$ cat src/rtl/psum_accum_ctrl.sv
// Partial-sum accumulation controller: aligns skewed mac-array column outputs into rows,
// accumulates them in the psum SRAM over num_pass passes, then streams rows with optional ReLU.
module psum_accum_ctrl #(
  parameter int COL        = 8,
  parameter int PSUM_BW    = 16,
  parameter int DEPTH      = 16,
  parameter int ADDR_W     = 4,
  parameter int FIFO_DEPTH = 16
) (
  input  logic                   clk,
  input  logic                   reset,
  input  logic                   start,
  input  logic [3:0]             num_pass,
  input  logic                   relu_en,
  input  logic [COL-1:0]         col_valid,
  input  logic [COL*PSUM_BW-1:0] col_data,
  input  logic [COL*PSUM_BW-1:0] sram_q,
  output logic [COL*PSUM_BW-1:0] sram_d,
  output logic [ADDR_W-1:0]      sram_addr,
  output logic                   sram_cen,
  output logic                   sram_wen,
  output logic                   out_valid,
  output logic [COL*PSUM_BW-1:0] out_data,
  input  logic                   out_ready,
  output logic                   busy,
  output logic                   done,
  output logic                   err
);
  localparam int ROW_W = COL * PSUM_BW;
  localparam int PTR_W = (FIFO_DEPTH > 1) ? $clog2(FIFO_DEPTH) : 1;
  localparam int CNT_W = $clog2(FIFO_DEPTH + 1);
  localparam logic [ADDR_W-1:0] LAST_ROW = ADDR_W'(DEPTH - 1);
  localparam logic [PTR_W-1:0]  LAST_PTR = PTR_W'(FIFO_DEPTH - 1);
  localparam logic [CNT_W-1:0]  FULL_CNT = CNT_W'(FIFO_DEPTH);

  typedef enum logic [2:0] {
    IDLE, ACC_FIRST, ACC_RD, ACC_WR, RO_RD, RO_WAIT, RO_HOLD, FIN
  } state_t;

  state_t            state;
  logic [3:0]        num_pass_q;
  logic [3:0]        pass;
  logic [3:0]        pass_inc;
  logic              relu_q;
  logic [ADDR_W-1:0] row;
  logic [ROW_W-1:0]  row_reg;
  logic [ROW_W-1:0]  fifo_row;
  logic [ROW_W-1:0]  sum_row;
  logic [ROW_W-1:0]  relu_row;
  logic [COL-1:0]    fifo_nonempty;
  logic [COL-1:0]    fifo_full;
  logic [COL-1:0]    push;
  logic [COL-1:0]    push_drop;
  logic              acc_phase;
  logic              row_avail;
  logic              pop;
  logic              err_set;

  assign acc_phase = (state == ACC_FIRST) || (state == ACC_RD) || (state == ACC_WR);
  assign row_avail = &fifo_nonempty;
  assign pop       = row_avail && ((state == ACC_FIRST) || (state == ACC_RD));
  assign push      = col_valid & {COL{acc_phase}};
  assign err_set   = (|push_drop) || (!acc_phase && (|col_valid));
  assign pass_inc  = pass + 4'd1;

  for (genvar i = 0; i < COL; i++) begin : g_fifo
    logic [PSUM_BW-1:0] mem [FIFO_DEPTH];
    logic [PTR_W-1:0]   wr_ptr;
    logic [PTR_W-1:0]   rd_ptr;
    logic [CNT_W-1:0]   count;
    logic               do_push;

    assign fifo_full[i]     = (count == FULL_CNT);
    assign fifo_nonempty[i] = (count != '0);
    // A same-cycle pop frees a slot, so a push into a full FIFO is only lost without one.
    assign do_push      = push[i] && (!fifo_full[i] || pop);
    assign push_drop[i] = push[i] && fifo_full[i] && !pop;
    assign fifo_row[i*PSUM_BW +: PSUM_BW] = mem[rd_ptr];

    // NOTE: storage has no reset; pointers and count alone define which entries are live.
    always_ff @(posedge clk) begin
      if (do_push) mem[wr_ptr] <= col_data[i*PSUM_BW +: PSUM_BW];
    end

    always_ff @(posedge clk or posedge reset) begin
      if (reset) begin
        wr_ptr <= '0;
        rd_ptr <= '0;
        count  <= '0;
      end else begin
        if (do_push) wr_ptr <= (wr_ptr == LAST_PTR) ? '0 : wr_ptr + PTR_W'(1);
        if (pop)     rd_ptr <= (rd_ptr == LAST_PTR) ? '0 : rd_ptr + PTR_W'(1);
        if (do_push && !pop)      count <= count + CNT_W'(1);
        else if (!do_push && pop) count <= count - CNT_W'(1);
      end
    end
  end

  always_comb begin
    for (int i = 0; i < COL; i++) begin
      sum_row[i*PSUM_BW +: PSUM_BW]  = sram_q[i*PSUM_BW +: PSUM_BW] + row_reg[i*PSUM_BW +: PSUM_BW];
      relu_row[i*PSUM_BW +: PSUM_BW] = (relu_q && sram_q[i*PSUM_BW + PSUM_BW - 1]) ?
                                       '0 : sram_q[i*PSUM_BW +: PSUM_BW];
    end
  end

  // SRAM pins follow the current state so read data lands in the very next cycle,
  // which is what lets the read-modify-write close in two cycles.
  // NOTE: every output gets a default before the case, so no latch can be inferred.
  always_comb begin
    sram_cen  = 1'b1;
    sram_wen  = 1'b1;
    sram_addr = '0;
    sram_d    = '0;
    case (state)
      ACC_FIRST: if (row_avail) begin
        sram_cen  = 1'b0;
        sram_wen  = 1'b0;
        sram_addr = row;
        sram_d    = fifo_row;
      end
      ACC_RD: if (row_avail) begin
        sram_cen  = 1'b0;
        sram_addr = row;
      end
      ACC_WR: begin
        sram_cen  = 1'b0;
        sram_wen  = 1'b0;
        sram_addr = row;
        sram_d    = sum_row;
      end
      RO_RD: begin
        sram_cen  = 1'b0;
        sram_addr = row;
      end
      default: ;
    endcase
  end

  always_ff @(posedge clk or posedge reset) begin
    if (reset) begin
      state      <= IDLE;
      num_pass_q <= 4'd0;
      relu_q     <= 1'b0;
      pass       <= 4'd0;
      row        <= '0;
      row_reg    <= '0;
      out_valid  <= 1'b0;
      out_data   <= '0;
      busy       <= 1'b0;
      done       <= 1'b0;
      err        <= 1'b0;
    end else begin
      done <= 1'b0;
      if (state == IDLE && start) err <= err_set;
      else if (err_set)           err <= 1'b1;

      case (state)
        IDLE: if (start) begin
          num_pass_q <= (num_pass == 4'd0) ? 4'd1 : num_pass;
          relu_q     <= relu_en;
          pass       <= 4'd0;
          row        <= '0;
          busy       <= 1'b1;
          state      <= ACC_FIRST;
        end
        ACC_FIRST: if (row_avail) begin
          if (row == LAST_ROW) begin
            row   <= '0;
            pass  <= 4'd1;
            state <= (num_pass_q == 4'd1) ? RO_RD : ACC_RD;
          end else begin
            row <= row + ADDR_W'(1);
          end
        end
        ACC_RD: if (row_avail) begin
          row_reg <= fifo_row;
          state   <= ACC_WR;
        end
        ACC_WR: begin
          if (row == LAST_ROW) begin
            row   <= '0;
            pass  <= pass_inc;
            state <= (pass_inc == num_pass_q) ? RO_RD : ACC_RD;
          end else begin
            row   <= row + ADDR_W'(1);
            state <= ACC_RD;
          end
        end
        RO_RD: state <= RO_WAIT;
        RO_WAIT: begin
          out_data  <= relu_row;
          out_valid <= 1'b1;
          state     <= RO_HOLD;
        end
        RO_HOLD: if (out_ready) begin
          out_valid <= 1'b0;
          if (row == LAST_ROW) begin
            row   <= '0;
            busy  <= 1'b0;
            done  <= 1'b1;
            state <= FIN;
          end else begin
            row   <= row + ADDR_W'(1);
            state <= RO_RD;
          end
        end
        FIN: state <= IDLE;
        default: state <= IDLE;
      endcase
    end
  end
endmodule
$ cat config.mk
export PLATFORM = sky130hd
export DESIGN_NAME = psum_accum_ctrl
export DESIGN_NICKNAME = d
export VERILOG_FILES = /design/src/rtl/psum_accum_ctrl.sv
export SDC_FILE = /design/constraint.sdc
export NUM_CORES = 2
export LEC_CHECK = 0
export CAP_MARGIN = 20
export CELL_PAD_IN_SITES_DETAIL_PLACEMENT = 1
export CELL_PAD_IN_SITES_GLOBAL_PLACEMENT = 2
export CORE_ASPECT_RATIO = 1.5
export CORE_MARGIN = 4
export CORE_UTILIZATION = 29
export DETAILED_ROUTE_END_ITERATION = 12
export GPL_TIMING_DRIVEN = 0
export MAX_ROUTING_LAYER = met4
export PLACE_DENSITY = 0.53
export RECOVER_POWER = 25
export SYNTH_ARGS = -nofsm -noshare
export SYNTH_HDL_FRONTEND = slang
export SYNTH_SLANG_ARGS = --single-unit
$ cat constraint.sdc
create_clock -name clk -period 20.1 [get_ports clk]
set_input_delay 5.025 -clock clk [delete_from_list [all_inputs] [get_ports clk]]
set_output_delay 5.025 -clock clk [all_outputs]
set_load 0.02 [all_outputs]
==> metrics.md <==
| Metric | Value |
|---|---|
| Warning count from the yosys run | `0` |
| Total of max-cap violations | `6` |
| Io pins | `539` |
| Vias per Instance | `4.95` |
| GP Congestion | `0.772` |
| Iteration-0 DRC Markers | `3929` |
| Max FO, Critical Path | `4` |
| Clock Latency Late Sink | `0.87 ns` |
| Antenna violations before repair | `103` |
| DP Wirelength | `263000 microns` |
| Crit path from | `sram_q[48]` |
| Violated checks | `max-capacitance violations, max-slew violations` |
| Fin crit share | `0.731` |
| Slew Limit Headroom | `-1.34` |
| EDFF count, synth | `2048` |
| Cell Count, Final, Fillers Out | `11700` |
| Share of layout cells above drive strength 1 | `0.179` |
| Multi-input gate area | `0.0290 sq mm` |
| Placeable Area | `0.348 sq mm` |
| Hold Path Origin | `row_reg[100]` |
| CTS Hold Bufs | `0` |
| Reg area | `0.0710 sq mm` |
| Power Dens Cells | `167 mW/mm^2` |
| Critical Path AT | `9.67 ns` |
| First-pass GRT wire length | `506000 microns` |
| Max-slew violations | `120` |
| Num Clock Sinks | `2428` |
| Routed len/inst | `31.2 microns` |
| Fmax | `0.0680 GHz` |
| WP data required | `15.07 ns` |
| Die W | `491 microns` |
| #FFs+latches synth | `2428` |
| Leak | `43.0 nW` |
| H-tree Lvls | `5` |
| Number of routed nets with antenna violations | `0` |
| Final hold vios | `0` |
| Worst Skew | `0.0502 ns` |
| Mapped Nets | `6425` |
| Site row count | `265` |
| Synth cell types | `77` |
| CTS tree | `done` |
| Area Overhead vs Synth | `22.4%` |
| Drc violations | `0` |
| Post-route minimum period | `14.70 ns` |
| Final WL | `365000 microns` |
| Initial core utilization | `0.292` |
| Clock Pin Slew Worst Setup and Hold Paths | `0.06 ns` |
| Post-synthesis cell area | `0.102 sq mm` |
| Post-Place Cells | `11200` |
| CTS buffer count | `268` |
| Crit. End Element | `output port` |
| Pre-Repair DR Iteration Count | `5` |
| Detailed-route via count | `57900` |
| Setup violations, final | `0` |
| Most common cell after layout, fill and taps aside | `edfxtp_1` |
| Maximum vdd drop | `0.139 mV` |
| Outcome | `finished, violations left` |
| Final WS setup | `5.40 ns` |
| Reg-to-Reg Start | `g_fifo[4].count[0]` |
| DIE AREA | `0.360 sq mm` |
| Crit start category | `input pin` |
| Syn_area_per_cell | `17.1 sq um` |
| Die Ht | `733 microns` |
| Number of flip-flops in the largest register | `2048` |
| GRT Resource Usage Total | `0.205` |
| Fill count | `34900` |
| Post-synthesis sequential area ratio | `0.699` |
| Placement Cell Area | `0.115 sq mm` |
| Post-route cell area | `0.124 sq mm` |
| Post-Place Setup Slack | `5.44 ns` |
| Vias in the first global route | `63300` |
| Top_reg_cell synth | `edfxtp_1` |
| Root buffer cell | `clkbuf_16` |
| Port bufs | `538` |
| Slew @ Worst Pin | `3.49 ns` |
| Highest-count cells in the layout ignoring fill and taps | `edfxtp_1 (2048), nand2_1 (845), mux4_2 (592)` |
| GR Overflow Total | `0` |
| Setup Fix Bufs, Post-CTS | `0` |
| Largest net degree at the start of global routing | `88` |
| Nets | `7376` |
| RSZ-0062 raised after global routing | `no` |
| Crit path kind | `in2out` |
| Maximum buffer depth of the clock tree | `4` |
| Post-synth ARST share | `0.157` |
| Post-CTS Resized | `0` |
| Cells after synthesis | `5942` |
| Min-Delay Path Class | `reg2reg` |
cell families (layout without fill, tap and decap cells):
family	Yosys count	in the layout	synth area share
other cells	0	44	0
xor+xnor	155	155	0.0134
fa+ha+maj	210	210	0.0271
flops	2428	2428	0.699
simple gates	1312	1312	0.0582
compound gates	795	795	0.0476
mux	668	668	0.139
buf+inv	374	1533	0.0151
per-stage QoR:
| step | TNS, ns | total power [mW] | hold WS, ns | utilization |
|---|---|---|---|---|
| 2_1_floorplan | 0 | 11.4 | 0.450 | - |
| 3_5_place_dp | 0 | 16.3 | 0.471 | 0.332 |
| 5_1_grt | 0 | 21.9 | 0.499 | 0.357 |
| 6_report | 0 | 20.8 | 0.479 | 0.357 |
| 3_3_place_gp | -1736.26 | 15.8 | 0.466 | 0.324 |
| 4_1_cts | 0 | 21.3 | 0.486 | 0.356 |
path summary, 6_finish.rpt:
check	slack, ns	cells after the start	to
max	5.40	13	sram_d[62]
min	0.48	2	row_reg[100]
max reg2reg	11.48	17	g_fifo[7].count[4]
min reg2reg	0.48	2	row_reg[100]
max in group asynchronous	12.04	5	out_data[113]
min in group asynchronous	5.65	2	out_data[77]
worst max-delay path, stage by stage:
cell             delay (ns)
clkdlybuf4s50_1        0.63
ha_1                   0.35
inv_1                  0.07
fa_1                   0.21
nand2b_1               0.18
a21oi_1                0.14
o41a_1                 0.40
o21ai_0                0.80
o21ai_0                0.38
a311oi_1               0.39
xor2_1                 0.11
o21ai_0                0.19
clkdlybuf4s50_1        0.79
cell type report:
cell class / count / area share
antenna: 44 / 0.000886
buffer: 293 / 0.00981
clock buffer: 346 / 0.0580
clock inverter: 132 / 0.0105
inverter: 81 / 0.00247
multi-input combinational: 3140 / 0.234
sequential: 2428 / 0.572
tap: 4539 / 0.0457
timing repair buffer: 681 / 0.0674
synthesized netlist by cell type, types with 7 or more instances:
cell type | number | share of area
o21a_1 | 19 | 0.0014
and3b_1 | 7 | 0.00060
nor3_1 | 22 | 0.0011
a31oi_1 | 7 | 0.00043
nor2_1 | 109 | 0.0040
and2_1 | 116 | 0.0071
buf_1 | 27 | 0.0010
and3_1 | 18 | 0.0011
fa_1 | 16 | 0.0032
dfrtp_1 | 380 | 0.094
mux4_2 | 592 | 0.13
mux2_2 | 23 | 0.0026
edfxtp_1 | 2048 | 0.61
o41ai_1 | 9 | 0.00078
mux2i_1 | 53 | 0.0052
a31oi_4 | 7 | 0.0015
xnor2_1 | 98 | 0.0085
inv_1 | 80 | 0.0030
xor2_1 | 57 | 0.0049
nand3_1 | 47 | 0.0023
a21oi_1 | 158 | 0.0078
o31ai_1 | 12 | 0.00089
nand2_1 | 845 | 0.031
ha_1 | 194 | 0.024
a311oi_1 | 9 | 0.00078
nand2b_1 | 34 | 0.0021
a21o_1 | 64 | 0.0047
nand4_1 | 14 | 0.00086
o21ai_0 | 360 | 0.018
a22oi_1 | 9 | 0.00067
o21bai_1 | 12 | 0.00089
clkbuf_1 | 184 | 0.0068
o22ai_1 | 21 | 0.0013
a211oi_1 | 48 | 0.0035
nor2b_1 | 53 | 0.0033
a22o_1 | 15 | 0.0013
buf_2 | 78 | 0.0038
routing by layer:
metal  GRT usage  wire (microns)  part of all wire  vias up
met1       0.241          143000              0.39    30900
li1            -               -                 -    25100
met2       0.362          191000              0.52     1390
met4      0.0502            9550             0.026        0
met5           -               0                 0        -
met3      0.0385           20700             0.057      432
report_power, final:
part | internal, mW | switching (mW)
Combinational | 3.58 | 5.73
Sequential | 6.19 | 0.331
Clock | 2.81 | 2.12
Total | 12.6 | 8.18
Note: power is estimated with default switching activity, not from simulation.
